File: config.mk
export PLATFORM = sky130hd
export DESIGN_NAME = srdl2sv_b2r_initiator
export DESIGN_NICKNAME = d
export VERILOG_FILES = /design/src/rtl/srdl2sv_b2r_initiator.sv
export SDC_FILE = /design/constraint.sdc
export NUM_CORES = 1
export LEC_CHECK = 0
export CAP_MARGIN = 20
export CORE_ASPECT_RATIO = 1.25
export CORE_MARGIN = 2
export CORE_UTILIZATION = 43
export DETAILED_ROUTE_END_ITERATION = 10
export PLACE_DENSITY_LB_ADDON = 0.05
export REMOVE_ABC_BUFFERS = 1
export SKIP_LAST_GASP = 1
export SYNTH_ARGS = -nofsm -noshare
export SYNTH_HDL_FRONTEND = slang
export SYNTH_SLANG_ARGS = --single-unit
File: constraint.sdc
create_clock -name clk -period 2.73 [get_ports clk]
set_clock_uncertainty 0.2 [all_clocks]
set_input_delay 0.4095 -clock clk [delete_from_list [all_inputs] [get_ports clk]]
set_output_delay 0.4095 -clock clk [all_outputs]
set_load 0.02 [all_outputs]
File: src/rtl/srdl2sv_b2r_initiator.sv
// Initiator for the register-block bus: turns a valid/ready command stream into
// b2r_t requests and returns the r2b_t reply on a valid/ready response stream.

package srdl2sv_if_pkg;
  localparam int ADDR_W = 32;
  localparam int DATA_W = 32;

  typedef struct packed {
    logic [ADDR_W-1:0]   addr;
    logic [DATA_W-1:0]   data;
    logic [DATA_W/8-1:0] byte_en;
    logic                w_vld;
    logic                r_vld;
  } b2r_t;

  typedef struct packed {
    logic [DATA_W-1:0] data;
    logic              rdy;
    logic              err;
  } r2b_t;
endpackage

module srdl2sv_b2r_initiator
  import srdl2sv_if_pkg::*;
#(
  parameter int ADDR_W  = 32,
  parameter int DATA_W  = 32,
  parameter int TIMEOUT = 256
) (
  input  logic                clk,
  input  logic                rst,
  input  logic                cmd_vld,
  output logic                cmd_rdy,
  input  logic                cmd_we,
  input  logic [ADDR_W-1:0]   cmd_addr,
  input  logic [DATA_W-1:0]   cmd_wdata,
  input  logic [DATA_W/8-1:0] cmd_be,
  output b2r_t                b2r,
  input  r2b_t                r2b,
  output logic                rsp_vld,
  input  logic                rsp_rdy,
  output logic [DATA_W-1:0]   rsp_rdata,
  output logic                rsp_err,
  output logic                rsp_timeout
);

  localparam int CNT_W = (TIMEOUT > 1) ? $clog2(TIMEOUT) : 1;

  typedef enum logic [1:0] {IDLE, ACCESS, RESP} state_t;

  state_t             state_q, state_d;
  b2r_t               b2r_q, b2r_d;
  logic               rsp_vld_q, rsp_vld_d;
  logic [DATA_W-1:0]  rsp_rdata_q, rsp_rdata_d;
  logic               rsp_err_q, rsp_err_d;
  logic               rsp_timeout_q, rsp_timeout_d;
  logic [CNT_W-1:0]   cnt_q, cnt_d;
  logic               tmo_hit;

  // A zero TIMEOUT never matches, so the access waits for rdy indefinitely.
  assign tmo_hit = (TIMEOUT != 0) && (32'(cnt_q) == 32'(TIMEOUT - 1));

  always_comb begin
    // NOTE: every signal gets a default first so no path through the case infers a latch.
    state_d       = state_q;
    b2r_d         = b2r_q;
    rsp_vld_d     = rsp_vld_q;
    rsp_rdata_d   = rsp_rdata_q;
    rsp_err_d     = rsp_err_q;
    rsp_timeout_d = rsp_timeout_q;
    cnt_d         = cnt_q;

    unique case (state_q)
      IDLE: begin
        if (cmd_vld) begin
          b2r_d.addr    = cmd_addr;
          b2r_d.data    = cmd_we ? cmd_wdata : '0;
          b2r_d.byte_en = cmd_be;
          b2r_d.w_vld   = cmd_we;
          b2r_d.r_vld   = !cmd_we;
          cnt_d         = '0;
          state_d       = ACCESS;
        end
      end
      ACCESS: begin
        // rdy takes priority over a timeout expiring on the same edge.
        if (r2b.rdy) begin
          b2r_d.w_vld   = 1'b0;
          b2r_d.r_vld   = 1'b0;
          rsp_vld_d     = 1'b1;
          rsp_rdata_d   = b2r_q.r_vld ? r2b.data : '0;
          rsp_err_d     = r2b.err;
          rsp_timeout_d = 1'b0;
          state_d       = RESP;
        end else if (tmo_hit) begin
          b2r_d.w_vld   = 1'b0;
          b2r_d.r_vld   = 1'b0;
          rsp_vld_d     = 1'b1;
          rsp_rdata_d   = '0;
          rsp_err_d     = 1'b1;
          rsp_timeout_d = 1'b1;
          state_d       = RESP;
        end else begin
          cnt_d = cnt_q + 1'b1;
        end
      end
      RESP: begin
        if (rsp_rdy) begin
          rsp_vld_d = 1'b0;
          state_d   = IDLE;
        end
      end
      default: state_d = IDLE;
    endcase
  end

  // NOTE: sequential state uses non-blocking assignments so all registers update together.
  always_ff @(posedge clk) begin
    if (rst) begin
      state_q       <= IDLE;
      b2r_q         <= '0;
      rsp_vld_q     <= 1'b0;
      rsp_rdata_q   <= '0;
      rsp_err_q     <= 1'b0;
      rsp_timeout_q <= 1'b0;
      cnt_q         <= '0;
    end else begin
      state_q       <= state_d;
      b2r_q         <= b2r_d;
      rsp_vld_q     <= rsp_vld_d;
      rsp_rdata_q   <= rsp_rdata_d;
      rsp_err_q     <= rsp_err_d;
      rsp_timeout_q <= rsp_timeout_d;
      cnt_q         <= cnt_d;
    end
  end

  assign cmd_rdy     = (state_q == IDLE);
  assign b2r         = b2r_q;
  assign rsp_vld     = rsp_vld_q;
  assign rsp_rdata   = rsp_rdata_q;
  assign rsp_err     = rsp_err_q;
  assign rsp_timeout = rsp_timeout_q;

endmodule

# ---- Word-level counts from Yosys, hierarchy flattened
# Cells that the tools add are included.
dict set report totals {
  reg_bits 115
  inputBits 107
}
dict set report op_classes {
  muxes 23
  n_eq_ne 8
  add_sub_neg 1
  n_reduce_logical 11
}
# operator count
set op_table {}
lappend op_table {{two-way mux 32 bit} 4}
lappend op_table {{two-way mux 8 bit} 3}
lappend op_table {{case mux 8 bit (2 select lines)} 1}
lappend op_table {{two-way mux 2 bit} 7}
lappend op_table {{AND reduction 3 bit} 3}
lappend op_table {{adder 8 x 1 -> 8 bit, second input constant} 1}
lappend op_table {{== test 8 bit, second input constant} 1}
lappend op_table {{!= test 2 bit, second input constant} 4}
lappend op_table {{case mux 2 bit (3 select lines)} 1}
lappend op_table {{nonzero test 2 bit} 3}
lappend op_table {{two-way mux 1 bit} 5}
lappend op_table {{case mux 2 bit (2 select lines)} 1}
lappend op_table {{AND reduction 2 bit} 2}
lappend op_table {{AND reduction 4 bit} 1}
lappend op_table {{!= test 3 bit, second input constant} 1}
lappend op_table {{== test 2 x 1 -> 1 bit, second input constant} 1}
lappend op_table {{== test 2 bit, second input constant} 1}
lappend op_table {{zero test 2 bit} 1}
lappend op_table {{case mux 1 bit (2 select lines)} 1}
lappend op_table {{zero test 1 bit} 1}

# ---- Logic depth before layout (Yosys ltp)
# Gate-level depths: netlist of the first run.
dict set report depth {
  ltp_word 4
  mapped_depth 6
  mapped_depth_nobuf 4
}

# ---- Least setup slack after synthesis of the first run
# No wires, ideal clock.
dict set report synth_path {
  path_type {reg2reg}
  from {register state_q[1]}
  to {register cnt_q[0]}
  stages_incl_launch_ff 5
  arrival_ns 1.418
  required_time_ns 2.409
  slack_ns 0.991
  path_cell_list {dfxtp_1 -> buf_2 -> nor3b_2 -> a21boi_2 -> mux2_2}
}
dict set report synth_via {
  elab_chain_len 3
}
# element line_no
set synth_lines {}
lappend synth_lines {{start, declared} 51} ;# state_t state_q, state_d;
lappend synth_lines {{start signal, assigned} 128} ;# state_q <= state_d;
lappend synth_lines {{== test 2 x 1 -> 1 bit or zero test 2 bit (tied branches)} 73} ;# unique case (state_q)
lappend synth_lines {{!= test 2 bit (no line) or nonzero test 2 bit (tied branches)} --}
lappend synth_lines {{AND reduction 4 bit (no line)} --}
lappend synth_lines {{end signal, assigned} 134} ;# cnt_q <= cnt_d;
lappend synth_lines {{end, declared} 57} ;# logic [CNT_W-1:0] cnt_q, cnt_d;
# Parallel ways exist; a longest one is shown, timed or not.
# A chain may end at the register's enable or synchronous reset.

# ---- Worst setup path in the final report of the first run
dict set report layout_path {
  from {register state_q[1]}
  to {output cmd_rdy}
}
dict set report layout_via {
  elab_chain_len 1
}
# element line_no
set layout_lines {}
lappend layout_lines {{zero test 2 bit} 138} ;# assign cmd_rdy = (state_q == IDLE);
lappend layout_lines {{end, declared} 33} ;# output logic cmd_rdy,
# Every way passes these cells.

==> results of run 1 <==
-- path summary, 6_finish.rpt --
check / start / endpoint / slack, ns / cells past startpoint
setup / recovery: state_q[1]$_SDFFE_PP0P_ / cmd_rdy / 0.50 / 2
hold / removal: rst / b2r[0]$_SDFFE_PP0P_ / 0.17 / 2
setup reg to reg: state_q[1]$_SDFFE_PP0P_ / b2r[57]$_SDFFE_PP0P_ / 0.77 / 4
hold reg to reg: b2r[68]$_SDFFE_PP0P_ / b2r[68]$_SDFFE_PP0P_ / 0.25 / 2
-- kinds of logic (layout without fill, tap and decap cells) --
family | count (synthesis) | count (layout)
and+or+nand+nor | 144 | 144
adders and majority gates | 1 | 1
DFF | 115 | 115
muxes | 4 | 4
AOI/OAI and AO/OA | 158 | 158
buffers and inverters | 45 | 260
-- power breakdown --
part / switching (µW) / internal, µW
Combinational: 279 / 314
Sequential: 38.8 / 1750
Clock: 730 / 1520
-- critical path: stages, from the launching register on --
cell             delay [ns]
dfxtp_1                0.57
nor2_1                 0.10
clkdlybuf4s50_1        0.56
-- layer usage --
| metal | track usage | routed length, µm | up-vias |
|---|---|---|---|
| li1 | - | - | 2098 |
| met1 | 0.252 | 4960 | 1944 |
| met2 | 0.373 | 6090 | 133 |
| met3 | 0.0897 | 960 | 11 |
| met4 | 0.0812 | 176 | 0 |
| met5 | 0 | 0 | - |
-- cell usage after synthesis (2+ instances only) --
master	instances
clkbuf_1	14
buf_2	16
buf_4	10
a211oi_1	2
a311oi_1	32
o211ai_1	2
dfxtp_1	115
a22o_1	32
and3_1	6
and4_1	2
nand4_1	3
or3_1	2
nor2_1	6
o21ai_0	4
nand3_1	6
nand2_1	107
a21oi_1	71
nor3b_2	2
nand3b_1	2
inv_1	3
mux2i_1	3
o211a_1	2
-- flip-flops by register name, indices dropped and copies added (netlist names) --
| name | count |
|---|---|
| cnt_q | 8 |
| rsp_vld | 1 |
| b2r | 70 |
| state_q | 2 |
| rsp_rdata | 32 |
| rsp_err | 1 |
| rsp_timeout | 1 |
-- layout make-up --
cell class	count	area (µm²)
Clock inverter	11	160
Clock buffer	21	440
Sequential cell	115	2300
Timing Repair Buffer	224	2220
Fill cell	728	2610
Tap cell	126	158
Inverter	4	15.0
Multi-Input combinational cell	307	1810
-- stage by stage --
stage	cell area [µm²]	setup TNS [ns]	power [µW]	setup slack (ns)	cells
floorplan	4110	-10.59	2040	-0.308	426
global placement	6500	0	2400	0.443	776
detailed placement	6500	0	2410	0.372	776
CTS	7100	0	4670	0.492	808
global route	7100	0	4790	0.426	808
finish	7100	0	4630	0.500	808
==> key figures, run 1 <==
Timing
  • Max-slew headroom: 0.532
  • Slew @ Worst Pin: 0.702 ns
  • Final hold vios: 0
  • Max Clk Rate: 448 MHz
  • Hold Slack: 0.170 ns
  • Final period util: 0.817
  • Period minus WS final: 2.23 ns
  • # setup viols final: 0
  • Final slew viol count: 0
  • RSZ-0062 raised after global routing: false

Final layout
  • Share of layout cells above drive strength 1: 0.0777
  • Commonest cells after routing, fill and taps aside: clkdlybuf4s50_1, dfxtp_1, nand2_1
  • Commonest non-fill, non-tap cell in the layout: clkdlybuf4s50_1
  • Area Overhead vs Synth: 64.4%
  • Number of diodes: 0
  • End-of-flow core utilization: 0.732
  • Nets: 777

Synthesis
  • Post-synthesis register bit count: 115
  • Post-synth top flop: dfxtp_1
  • Register area share after synthesis: 0.533
  • Mux share of post-synthesis cell area: 0.00956
  • Main area contributors after synthesis: dfxtp_1, nand2_1, a21oi_1
  • Synthesized area: 4320 µm²
  • Xor/xnor share of the synthesized area: 0
  • Post-synth EDFFs: 0
  • Asr flop ratio synth: 0
  • Leading area contributor after synthesis: dfxtp_1
  • Post-Syn Area per Cell: 9.25 µm²
  • Synth Area in Simple Gates: 0.149
  • Main combinational cell family by area after synthesis: compound AO/OA/AOI/OAI gates
  • Synth cell types: 47
  • Top-area cell type share of the netlist area: 0.533
  • Synth Area in Compound Gates: 0.253
  • Synth Warn #: 0
  • Synth Area in Adders: 0.00290
  • Post-Syn Instances: 467

Setup path
  • Critical Path Fanout Max: 10
  • Required time of the worst setup path: 2.12 ns
  • Critical path class: reg2out
  • Startpoint class of the critical path: flop
  • Crit. End Element: output port
  • Arrival time worst endpoint: 1.62 ns

Detailed routing
  • Vias post-DR: 4186
  • Initial drt markers: 240
  • # DRC: 0
  • Vias per inst: 5.18
  • WL per Instance: 15.1 µm
  • 1st-pass router iterations: 4
  • WL final: 12200 µm
  • Antenna viol nets, final: 0

Clocking
  • CTS tree: done
  • Clock Latency Late Sink: 0.40 ns
  • CTS Buffer Depth: 2
  • PostCTS Resize Cnt: 0
  • Inserted Clock Buffers: 17
  • Clk root buf: clkbuf_16
  • Clock sinks: 115
  • Number of setup buffers added after CTS: 0
  • Clock-pin slew on the worst setup and hold paths: 0.05 ns
  • CTS HTree Levels: 4
  • Hold Buf Count CTS: 0

Floorplanning
  • Core Box Area: 9710 µm²
  • Site Rows: 40
  • Die width: 93.7 µm
  • Full die area: 10900 µm²
  • Initial Utilization: 0.445
  • Die height: 116 µm
  • Top Ports: 213

Run status
  • Outcome: finished, final reports clean

Global route
  • First-pass GRT wire length: 19000 µm
  • Vias in the first global route: 3894
  • Total routing usage reported by global routing: 0.221
  • Initial antenna violation count: 0
  • Gr ovfl total: 0
  • Largest net degree at the start of global routing: 70

Power and ir drop
  • P_leak: 0.00257 µW
  • Power Density: 651 nW/µm²
  • Max rail drop VDD: 0.427 mV

Flow run
  • Max_cap viols: 0

Placement
  • PortBufs: 212
  • DP Wirelength: 8410 µm
  • GP Congestion: 0.739

Min path
  • HP Class: in2reg
(Power assumes the default switching activity.)
==> inputs of run 2 (changes only) <==
- CORE_UTILIZATION: 43 -> 36
- clock period: 2.73 -> 1.98 ns (I/O delays scaled with it)
==> key figures, run 2 (synthesis results as in run 1) <==
Timing
  • Period minus WS final: 1.93 ns
  • TNS Setup: 0 ns
  • Slew @ Worst Pin: 0.342 ns
  • # setup viols final: 0
  • Max-slew headroom: 0.766
  • Max Clk Rate: 517 MHz
  • Final period util: 0.977
  • Final slew viol count: 0
  • Final hold vios: 0
  • RSZ-0062 raised after global routing: false
  • Setup WS post-layout: 0.0456 ns

Power and ir drop
  • Power Density: 871 nW/µm²
  • Pwr Total: 6340 µW
  • P_leak: 0.00264 µW
  • Max rail drop VDD: 0.443 mV

Final layout
  • Max reg flops: 70
  • Share of layout cells above drive strength 1: 0.0901
  • Commonest non-fill, non-tap cell in the layout: clkdlybuf4s50_1
  • Number of diodes: 0
  • Nets: 785
  • End-of-flow core utilization: 0.623
  • Commonest cells after routing, fill and taps aside: clkdlybuf4s50_1, dfxtp_1, nand2_1
  • Seq. cell area: 2300 µm²
  • Area Overhead vs Synth: 68.3%
  • Filler instances: 1017
  • Final std cells w/o fill: 849
  • Multi-input logic area: 1810 µm²

Global route
  • Initial antenna violation count: 0
  • Total routing usage reported by global routing: 0.203
  • Largest net degree at the start of global routing: 70
  • Gr ovfl total: 0
  • Vias in the first global route: 4175
  • First-pass GRT wire length: 20700 µm

Clocking
  • Clock sinks: 115
  • Clock Latency Late Sink: 0.40 ns
  • Clock-pin slew on the worst setup and hold paths: 0.05 ns
  • Clk root buf: clkbuf_16
  • CTS Buffer Depth: 2
  • CTS tree: done
  • Hold Buf Count CTS: 0
  • Number of setup buffers added after CTS: 0
  • CTS HTree Levels: 4
  • Inserted Clock Buffers: 17
  • PostCTS Resize Cnt: 3

Placement
  • GP Congestion: 0.777
  • DP Wirelength: 9460 µm
  • Placed Instances: 819
  • PortBufs: 212
  • Place WS: -0.0249 ns

Setup path
  • Arrival time worst endpoint: 1.44 ns
  • Crit. End Element: output port
  • Critical path cell sequence: clkdlybuf4s50_1
  • Cell family with most CP delay: buffers and inverters
  • Startpoint class of the critical path: flop
  • CP Buf/Inv Count: 1
  • Max stage delay on crit path: 0.63 ns
  • Critical path class: reg2out
  • Critical Path Fanout Max: 4
  • Required time of the worst setup path: 1.48 ns
  • CP max stage cell: clkdlybuf4s50_1

Detailed routing
  • Initial drt markers: 167
  • Vias post-DR: 4292
  • Antenna viol nets, final: 0
  • 1st-pass router iterations: 4
  • WL per Instance: 15.8 µm
  • # DRC: 0
  • WL final: 13400 µm
  • Vias per inst: 5.06

Floorplanning
  • Initial Utilization: 0.370
  • Die width: 102 µm
  • Top Ports: 213
  • Core Box Area: 11700 µm²
  • Die height: 126 µm
  • Site Rows: 44
  • Full die area: 12900 µm²

Min path
  • HP Class: in2reg

Run status
  • Outcome: finished, final reports clean

Flow run
  • Max_cap viols: 0
-- run 2: cell types whose count changed in the layout (fill, tap and decap cells not counted), sizes merged --
| cell | previous run | this run |
|---|---|---|
| buf | 13 | 21 |
| clkbuf | 21 | 26 |
| clkinv | 5 | 2 |
| bufinv | 4 | 2 |
| clkinvlp | 2 | 0 |
| clkdlybuf4s50 | 211 | 210 |
| dlygate4sd2 | 0 | 1 |
-- run 2: power by group --
group	internal, µW	switching (µW)	leakage (µW)	total (µW)
Combinational	464	404	0.00141	868
Clock	2030	970	0.000292	3000
Sequential	2410	53.5	0.000937	2470
-- run 2: cell type report --
type                            count  area share
Clock buffer                       26      0.0714
Clock inverter                      4     0.00964
Inverter                            4     0.00206
Multi-Input combinational cell    307       0.249
Sequential cell                   115       0.317
Tap cell                          161      0.0277
Timing Repair Buffer              232       0.324
-- run 2: per-stage QoR --
stage / hold WS (ns) / instance area (µm²)
after floorplan: 0.166 / 4110
after global placement: 0.242 / 6680
after detailed placement: 0.246 / 6680
after CTS: 0.112 / 7270
after global routing: 0.137 / 7270
final: 0.112 / 7270
-- run 2: final timing paths --
check	start	endpoint	slack [ns]	depth (start not counted)
max	b2r[0]$_SDFFE_PP0P_	b2r[0]	0.05	1
min	rst	state_q[1]$_SDFFE_PP0P_	0.11	3
max reg2reg	cnt_q[0]$_SDFFE_PP0P_	rsp_rdata[29]$_SDFFE_PP0P_	0.22	5
min reg2reg	b2r[39]$_SDFFE_PP0P_	b2r[39]$_SDFFE_PP0P_	0.25	2
-- run 2: routing by layer --
layer / wire length (µm) / share of wire / global-route usage
met5: 0 / 0 / 0
met4: 144 / 0.011 / 0.0651
met3: 1360 / 0.10 / 0.0904
met2: 6350 / 0.47 / 0.339
met1: 5550 / 0.41 / 0.230
==> inputs of run 3 (changes only) <==
- CAP_MARGIN: 20 -> 10
- HOLD_SLACK_MARGIN: default -> 0.15
==> key figures, run 3 (synthesis results as in run 1) <==
Run status
  • Outcome: finished, final reports clean

Power and ir drop
  • Pwr Total: 6340 µW
  • Max rail drop VDD: 0.443 mV
  • Power Density: 871 nW/µm²
  • P_leak: 0.00264 µW

Clocking
  • CTS tree: done
  • Clock sinks: 115
  • Clock-pin slew on the worst setup and hold paths: 0.05 ns
  • Clk root buf: clkbuf_16
  • CTS HTree Levels: 4
  • Clock Latency Late Sink: 0.40 ns
  • Inserted Clock Buffers: 17
  • CTS Buffer Depth: 2

Detailed routing
  • Vias per inst: 5.08
  • Vias post-DR: 4315
  • Antenna viol nets, final: 0
  • WL final: 13400 µm
  • WL per Instance: 15.7 µm
  • Initial drt markers: 193
  • # DRC: 0
  • 1st-pass router iterations: 4

Final layout
  • Share of layout cells above drive strength 1: 0.0900
  • Max reg flops: 70
  • Number of diodes: 0
  • Filler instances: 1014
  • Area Overhead vs Synth: 68.5%
  • End-of-flow core utilization: 0.624
  • Commonest cells after routing, fill and taps aside: clkdlybuf4s50_1, dfxtp_1, nand2_1
  • Nets: 786
  • Commonest non-fill, non-tap cell in the layout: clkdlybuf4s50_1

Timing
  • Max Clk Rate: 519 MHz
  • Period minus WS final: 1.93 ns
  • Hold Slack: 0.244 ns
  • Final hold vios: 0
  • # setup viols final: 0
  • Final period util: 0.973
  • Final slew viol count: 0
  • Setup WS post-layout: 0.0532 ns
  • Max-slew headroom: 0.746
  • RSZ-0062 raised after global routing: false
  • Slew @ Worst Pin: 0.371 ns

Global route
  • Gr ovfl total: 0
  • Largest net degree at the start of global routing: 70
  • Initial antenna violation count: 0
  • Vias in the first global route: 4181
  • First-pass GRT wire length: 20700 µm
  • Total routing usage reported by global routing: 0.203

Floorplanning
  • Top Ports: 213
  • Site Rows: 44
  • Full die area: 12900 µm²
  • Core Box Area: 11700 µm²
  • Initial Utilization: 0.370
  • Die width: 102 µm
  • Die height: 126 µm

Setup path
  • Crit. End Element: output port
  • Cell family with most CP delay: buffers and inverters
  • Max stage delay on crit path: 0.63 ns
  • CP Buf/Inv Count: 1
  • Critical path cell sequence: clkdlybuf4s50_1
  • Critical path class: reg2out
  • Arrival time worst endpoint: 1.43 ns
  • Required time of the worst setup path: 1.48 ns
  • Startpoint class of the critical path: flop
  • CP max stage cell: clkdlybuf4s50_1
  • Critical Path Fanout Max: 4

Placement
  • Place WS: -0.0249 ns
  • PortBufs: 212
  • DP Wirelength: 9460 µm
  • GP Congestion: 0.777

Flow run
  • Max_cap viols: 0

Min path
  • HP Class: in2reg
-- run 3: worst paths after layout --
path                                       startpoint                    endpoint  slack (ns)  cells after the start
worst max register to register  cnt_q[0]$_SDFFE_PP0P_  rsp_rdata[29]$_SDFFE_PP0P_        0.23                      5
worst min-delay path                     cmd_addr[27]        b2r[65]$_SDFFE_PP0P_        0.24                      3
worst max-delay path              b2r[0]$_SDFFE_PP0P_                      b2r[0]        0.05                      1
worst min register to register   b2r[39]$_SDFFE_PP0P_        b2r[39]$_SDFFE_PP0P_        0.25                      2
-- run 3: per-stage QoR --
| step | instance area, µm² | instances | TNS, ns |
|---|---|---|---|
| 2_1_floorplan | 4110 | 426 | -60.52 |
| 3_3_place_gp | 6680 | 819 | 0 |
| 3_5_place_dp | 6680 | 819 | -0.0897 |
| 4_1_cts | 7280 | 850 | 0 |
| 5_1_grt | 7280 | 850 | 0 |
| 6_report | 7280 | 850 | 0 |
-- run 3: worst register-to-register path, stage by stage, from the launching register on --
cell	delay (ns)
dfxtp_1	0.39
ha_1	0.26
nand4_1	0.17
o21ai_2	0.26
buf_12	0.22
a311oi_1	0.12
-- run 3: timing repair --
item / 4_1_cts / 5_1_grt
hold endpoints to repair: 1 / 0
hold buffers: 1 / 0
endpoints found under the setup margin: 1 / 0
resized for setup: 3 / 0
buffers inserted: 0 / 0
-- run 3: where the power goes --
part	switching, µW	leakage, µW	internal (µW)
clock	970	0.000292	2030
combinational	406	0.00141	466
sequential	53.3	0.000937	2410
total	1430	0.00264	4910
-- run 3: layer usage --
| metal | wire, µm | up-vias | part of all wire | global-route usage |
|---|---|---|---|---|
| li1 | - | 2111 | - | - |
| met1 | 5520 | 2012 | 0.41 | 0.231 |
| met2 | 6320 | 182 | 0.47 | 0.339 |
| met3 | 1380 | 10 | 0.10 | 0.0882 |
| met4 | 143 | 0 | 0.011 | 0.0651 |
| met5 | 0 | - | 0 | 0 |
-- run 3: area by class of cell --
class / count / area, µm² / share of cell area
Timing Repair Buffer: 233 / 2360 / 0.325
Clock inverter: 4 / 70.1 / 0.00962
Clock buffer: 26 / 519 / 0.0713
Inverter: 4 / 15.0 / 0.00206
Tap cell: 161 / 201 / 0.0277
Sequential cell: 115 / 2300 / 0.316
Multi-Input combinational cell: 307 / 1810 / 0.248
==> RTL change 1: new RTL, settings of run 3 <==
`DATA_W` is set to 32 in 2 places; all go to 16.
--- a/src/rtl/srdl2sv_b2r_initiator.sv
+++ b/src/rtl/srdl2sv_b2r_initiator.sv
@@ -4,5 +4,5 @@
 package srdl2sv_if_pkg;
   localparam int ADDR_W = 32;
-  localparam int DATA_W = 32;
+  localparam int DATA_W = 16;
 
   typedef struct packed {
@@ -25,5 +25,5 @@
 #(
   parameter int ADDR_W  = 32,
-  parameter int DATA_W  = 32,
+  parameter int DATA_W  = 16,
   parameter int TIMEOUT = 256
 ) (
Interface: changed (5 resized); port bits go from 213 to 145. The function was not compared with the original's and may differ.
==> RTL change 1 against run 3 <==
- global-route usage decreased by 3.2 points
- utilization decreased by 2.1 points
- final area decreased by 36%
- via count decreased by 39%
- synthesized area decreased by 34%
- sequential cell count decreased by 34
- wire length decreased by 44%
- worst setup slack improved by 0.094 ns
- power decreased by 46%
==> RTL change 1: results (changes against run 3) <==
Clocking
  • H-tree levels: 3 (-1)
  • CTS root buffer: clkbuf_8
  • CTS buffer count: 9 (-8)
  • Clk_lat worst skew: 0.34 ns (-0.06 ns)
  • Maximum clock path buffer count: 2 (unchanged)
  • Clock transition at path regs: 0.08 ns (+0.03 ns)
  • Post-CTS repair timing setup buffer count: 0 (unchanged)

Power
  • Sequential power: 1.74 mW (-30%)
  • P_leak: 1.74 nW (-34%)
  • Sw frac: 0.277 (+0.0512)
  • IR Drop Worst-Case VDD: 0.000516 V (+17%)
  • P_int: 2.49 mW (-49%)
  • Clock power share: 0.321 (-0.153)

Yosys
  • Top cells by area, synth: dfxtp_1, nand2_1, a22o_1
  • Synth async-reset ratio: 0 (unchanged)
  • Synth cell types: 40 (-15%)
  • Sequential share of the synthesized area: 0.572 (+0.0388)
  • YS warnings: 0 (unchanged)
  • Synth top cells by count: dfxtp_1, nand2_1, a21oi_1

Global route
  • Largest net degree at the start of global routing: 38 (-46%)
  • Initial antenna violation count: 0 (unchanged)
  • Total GRT Usage: 0.170 (-0.0323)
  • Number of global-route vias before repair: 2464 (-41%)
  • Global-route wire length before repair: 11800 um (-43%)
  • Total grt overflow: 0 (unchanged)

Detailed routing
  • 1st-iter DRT viols: 76 (-61%)
  • Final wirelength: 7520 um (-44%)
  • Vias/cell: 4.77 (-6.1%)
  • DRT Pass-1 Iters: 4 (unchanged)
  • Final ANT Viol Nets: 0 (unchanged)

Cells and area
  • Flip-flop count of the largest register after layout: 52 (-26%)
  • Fraction of layout cells with a size suffix above 1: 0.0987 (+0.00870)
  • Nets@finish: 525 (-33%)

Worst setup path
  • CP max-delay cell: clkdlybuf4s50_1
  • CP peak stage delay: 0.63 ns (about the same)
  • Reg2reg start: cnt_q[1]
  • Crit-path leading delay family: buffers and inverters
  • CP Launch Point: b2r[0]
  • Worst path arrival time: 1.34 ns (-0.09 ns)
  • Max Fanout on Critical Path: 3 (-1)

Placed design
  • Hpwl dp: 5340 um (-44%)
  • Area after DPL: 0.00446 mm^2 (-33%)
  • IO buf count: 144 (-32%)
  • Routability Congestion: 0.745 (-4.1%)

Worst hold path
  • Worst Hold Class: primary input to flop
  • Hold Path Origin: rst

Status
  • Status: finished clean

STA
  • Slew margin rel.: 0.507 (-0.239)
RTL change 1: cell types whose count changed in the layout (fill, tap and decap cells not counted), moves of 6 or more:
cell             before  now
nand2_1             107   75
a311oi_1             32    0
a21oi_1              71   43
and3_1                6    0
clkdlybuf4s50_1     210  142
dfxtp_1             113   81
clkbuf_16            17    0
RTL change 1: timing repair:
action | in CTS | in global routing
setup endpoints to repair | 3 | 18
gates resized for setup | 2 | 2
cloned | 0 | 0
RTL change 1: final timing paths:
kind / end / slack [ns] / cells past startpoint
worst min register to register: b2r[32] / 0.26 / 2
worst max-delay path: b2r[0] / 0.15 / 1
worst max register to register: cnt_q[1] / 0.15 / 6
worst min-delay path: b2r[34] / 0.20 / 3
RTL change 1: layer usage:
metal  global-route usage  vias to the layer above  wire length (um)
met3               0.0706                        9               617
met5                    0                        -                 0
li1                     -                     1346                 -
met2                0.270                       75              3540
met1                0.208                     1196              3240
met4               0.0681                        0               112
RTL change 1: final cells by class:
type | instances | area (um^2)
clock buffer | 9 | 124
timing repair buffer | 161 | 1590
tap | 95 | 119
fill | 681 | 3060
sequential | 81 | 1620
clock inverter | 7 | 53.8
multi-input combinational | 197 | 1140
inverter | 1 | 3.75
RTL change 1: stage by stage:
| step | setup WS, ns | std cells |
|---|---|---|
| finish | 0.147 | 551 |
| global route | -0.0192 | 551 |
| CTS | 0.0679 | 551 |
| detailed placement | -0.376 | 535 |
| global placement | -0.367 | 535 |
| floorplan | -1.94 | 279 |
RTL change 1: cells by family after synthesis:
| family | after synthesis | share of synthesized area |
|---|---|---|
| xor+xnor | 2 | 0.00618 |
| fa+ha+maj | 1 | 0.00441 |
| compound gates | 88 | 0.206 |
| mux | 1 | 0.00353 |
| flops | 81 | 0.572 |
| simple gates | 105 | 0.175 |
| buf+inv | 19 | 0.0331 |
==> RTL change 2: new RTL, flow settings as in run 3 <==
Without the edit above. The 3 states of `state_t` get a one-hot encoding in 3 bits.
--- a/src/rtl/srdl2sv_b2r_initiator.sv
+++ b/src/rtl/srdl2sv_b2r_initiator.sv
@@ -47,5 +47,5 @@
   localparam int CNT_W = (TIMEOUT > 1) ? $clog2(TIMEOUT) : 1;
 
-  typedef enum logic [1:0] {IDLE, ACCESS, RESP} state_t;
+  typedef enum logic [2:0] {IDLE = 3'b001, ACCESS = 3'b010, RESP = 3'b100} state_t;
 
   state_t             state_q, state_d;
Formal check against the unedited RTL: no difference found for any inputs over 10 cycles, from zero or initial values and one cycle with rst high; not proved beyond that.
==> RTL change 2 against run 3 <==
- worst setup slack better by 0.0078 ns
- final area fell by 5.5%
- power shrank 1.4%
- wire length is 16% lower
- first-iteration DRC count fell by 40%
- sequential share of layout area is 2.1 points higher
- sequential cell count increased by 1
- fmax increased by 0.41%
- synthesized area down 9.7%
==> RTL change 2: results (changes against run 3) <==
STA
  • Slew margin rel.: 0.527 (-0.219)

Global route
  • Largest net degree at the start of global routing: 52 (-26%)
  • Total GRT Usage: 0.196 (-0.00651)
  • Number of global-route vias before repair: 3781 (-9.6%)
  • Global-route wire length before repair: 18400 um (-11%)

Worst setup path
  • Reg2reg start: cnt_q[0]
  • Reg2reg path depth: 6 (+1)
  • CP Launch Point: b2r[0]
  • Max Fanout on Critical Path: 3 (-1)
  • Crit-path leading delay family: buffers and inverters
  • CP peak stage delay: 0.65 ns (+0.02 ns)

Yosys
  • YS warnings: 0 (unchanged)
  • Sequential share of the synthesized area: 0.595 (+0.0626)
  • Post-Synthesis Cells: 388 (-17%)
  • Synth top cells by count: dfxtp_1, nand2_1, a22o_1
  • Synth cell types: 33 (-30%)
  • Top cells by area, synth: dfxtp_1, a22o_1, nand2_1

Placed design
  • Area after DPL: 0.00626 mm^2 (-6.3%)
  • IO buf count: 212 (unchanged)
  • Place WS: -0.460 ns (-0.435 ns)
  • Hpwl dp: 7890 um (-17%)
  • Routability Congestion: 0.793 (+2.1%)

Cells and area
  • Nets@finish: 717 (-8.8%)
  • Fraction of layout cells with a size suffix above 1: 0.0918 (+0.00180)
  • Flip-flop count of the largest register after layout: 70 (unchanged)

Power
  • IR Drop Worst-Case VDD: 0.000494 V (+12%)
  • P_leak: 2.59 nW (-2.2%)

Clocking
  • Maximum clock path buffer count: 2 (unchanged)
  • Post-CTS repair timing setup buffer count: 0 (unchanged)
  • CTS buffer count: 17 (unchanged)
  • H-tree levels: 4 (unchanged)

Detailed routing
  • Vias: 3686 (-15%)
  • Wire length per cell: 15.0 um (-4.8%)
  • 1st-iter DRT viols: 116 (-40%)
  • Vias/cell: 4.90 (-3.6%)

Status
  • Status: finished clean

Worst hold path
  • Hold Path Origin: rst
RTL change 2: cell count changes in the layout (fill, tap and decap cells not counted), moves of 3 or more:
| cell | change |
|---|---|
| a311oi_1 | -32 |
| or4_1 | +3 |
| o31ai_1 | +4 |
| dfxtp_1 | +3 |
| a22o_1 | +32 |
| and3_1 | -6 |
| clkbuf_8 | -4 |
| clkinv_2 | +3 |
| a21oi_1 | -24 |
| mux2i_1 | -3 |
| nand2_1 | -25 |
RTL change 2: power by group:
part	switching (mW)	leakage (nW)	internal, mW
Sequential	0.0464	0.943	2.42
Combinational	0.331	1.35	0.420
Clock	1.01	0.292	2.03
Total	1.38	2.59	4.87
RTL change 2: logic make-up after synthesis:
| family | count (synthesis) | share of synthesized area |
|---|---|---|
| fa+ha+maj | 1 | 0.00321 |
| compound gates | 128 | 0.234 |
| simple gates | 112 | 0.133 |
| xor+xnor | 2 | 0.00449 |
| buf+inv | 29 | 0.0305 |
| flops | 116 | 0.595 |
RTL change 2: per-layer routing:
layer  up-vias  routed length [um]  track usage
li1       1822                   -            -
met1      1697                4490        0.228
met2       149                5450        0.313
met3        18                1120       0.0925
met4         0                 201       0.0783
met5         -                   0            0
RTL change 2: path summary, 6_finish.rpt:
check / slack [ns] / to
max reg2reg: 0.14 / rsp_rdata[17]
min: 0.19 / b2r[8]
max: 0.06 / b2r[0]
min reg2reg: 0.25 / b2r[44]
RTL change 2: worst min-delay path, stage by stage:
cell and delay, ns:
buf_2 0.11, nor2_4 0.13, a22o_1 0.20
RTL change 2: layout make-up:
type / instances / area, um^2
fillers: 881 / 3680
flip-flops and latches: 116 / 2320
repair buffers: 229 / 2310
multi-input cells: 243 / 1480
clock buffers: 21 / 460
well taps: 132 / 165
clock inverters: 10 / 131
inverters: 2 / 7.51
RTL change 2: what timing repair did:
| action | 4_1_cts | 5_1_grt |
|---|---|---|
| hold buffers | 0 | 0 |
| cloned | 0 | 0 |
| setup endpoints to repair | 33 | 33 |
| gates resized for setup | 6 | 3 |
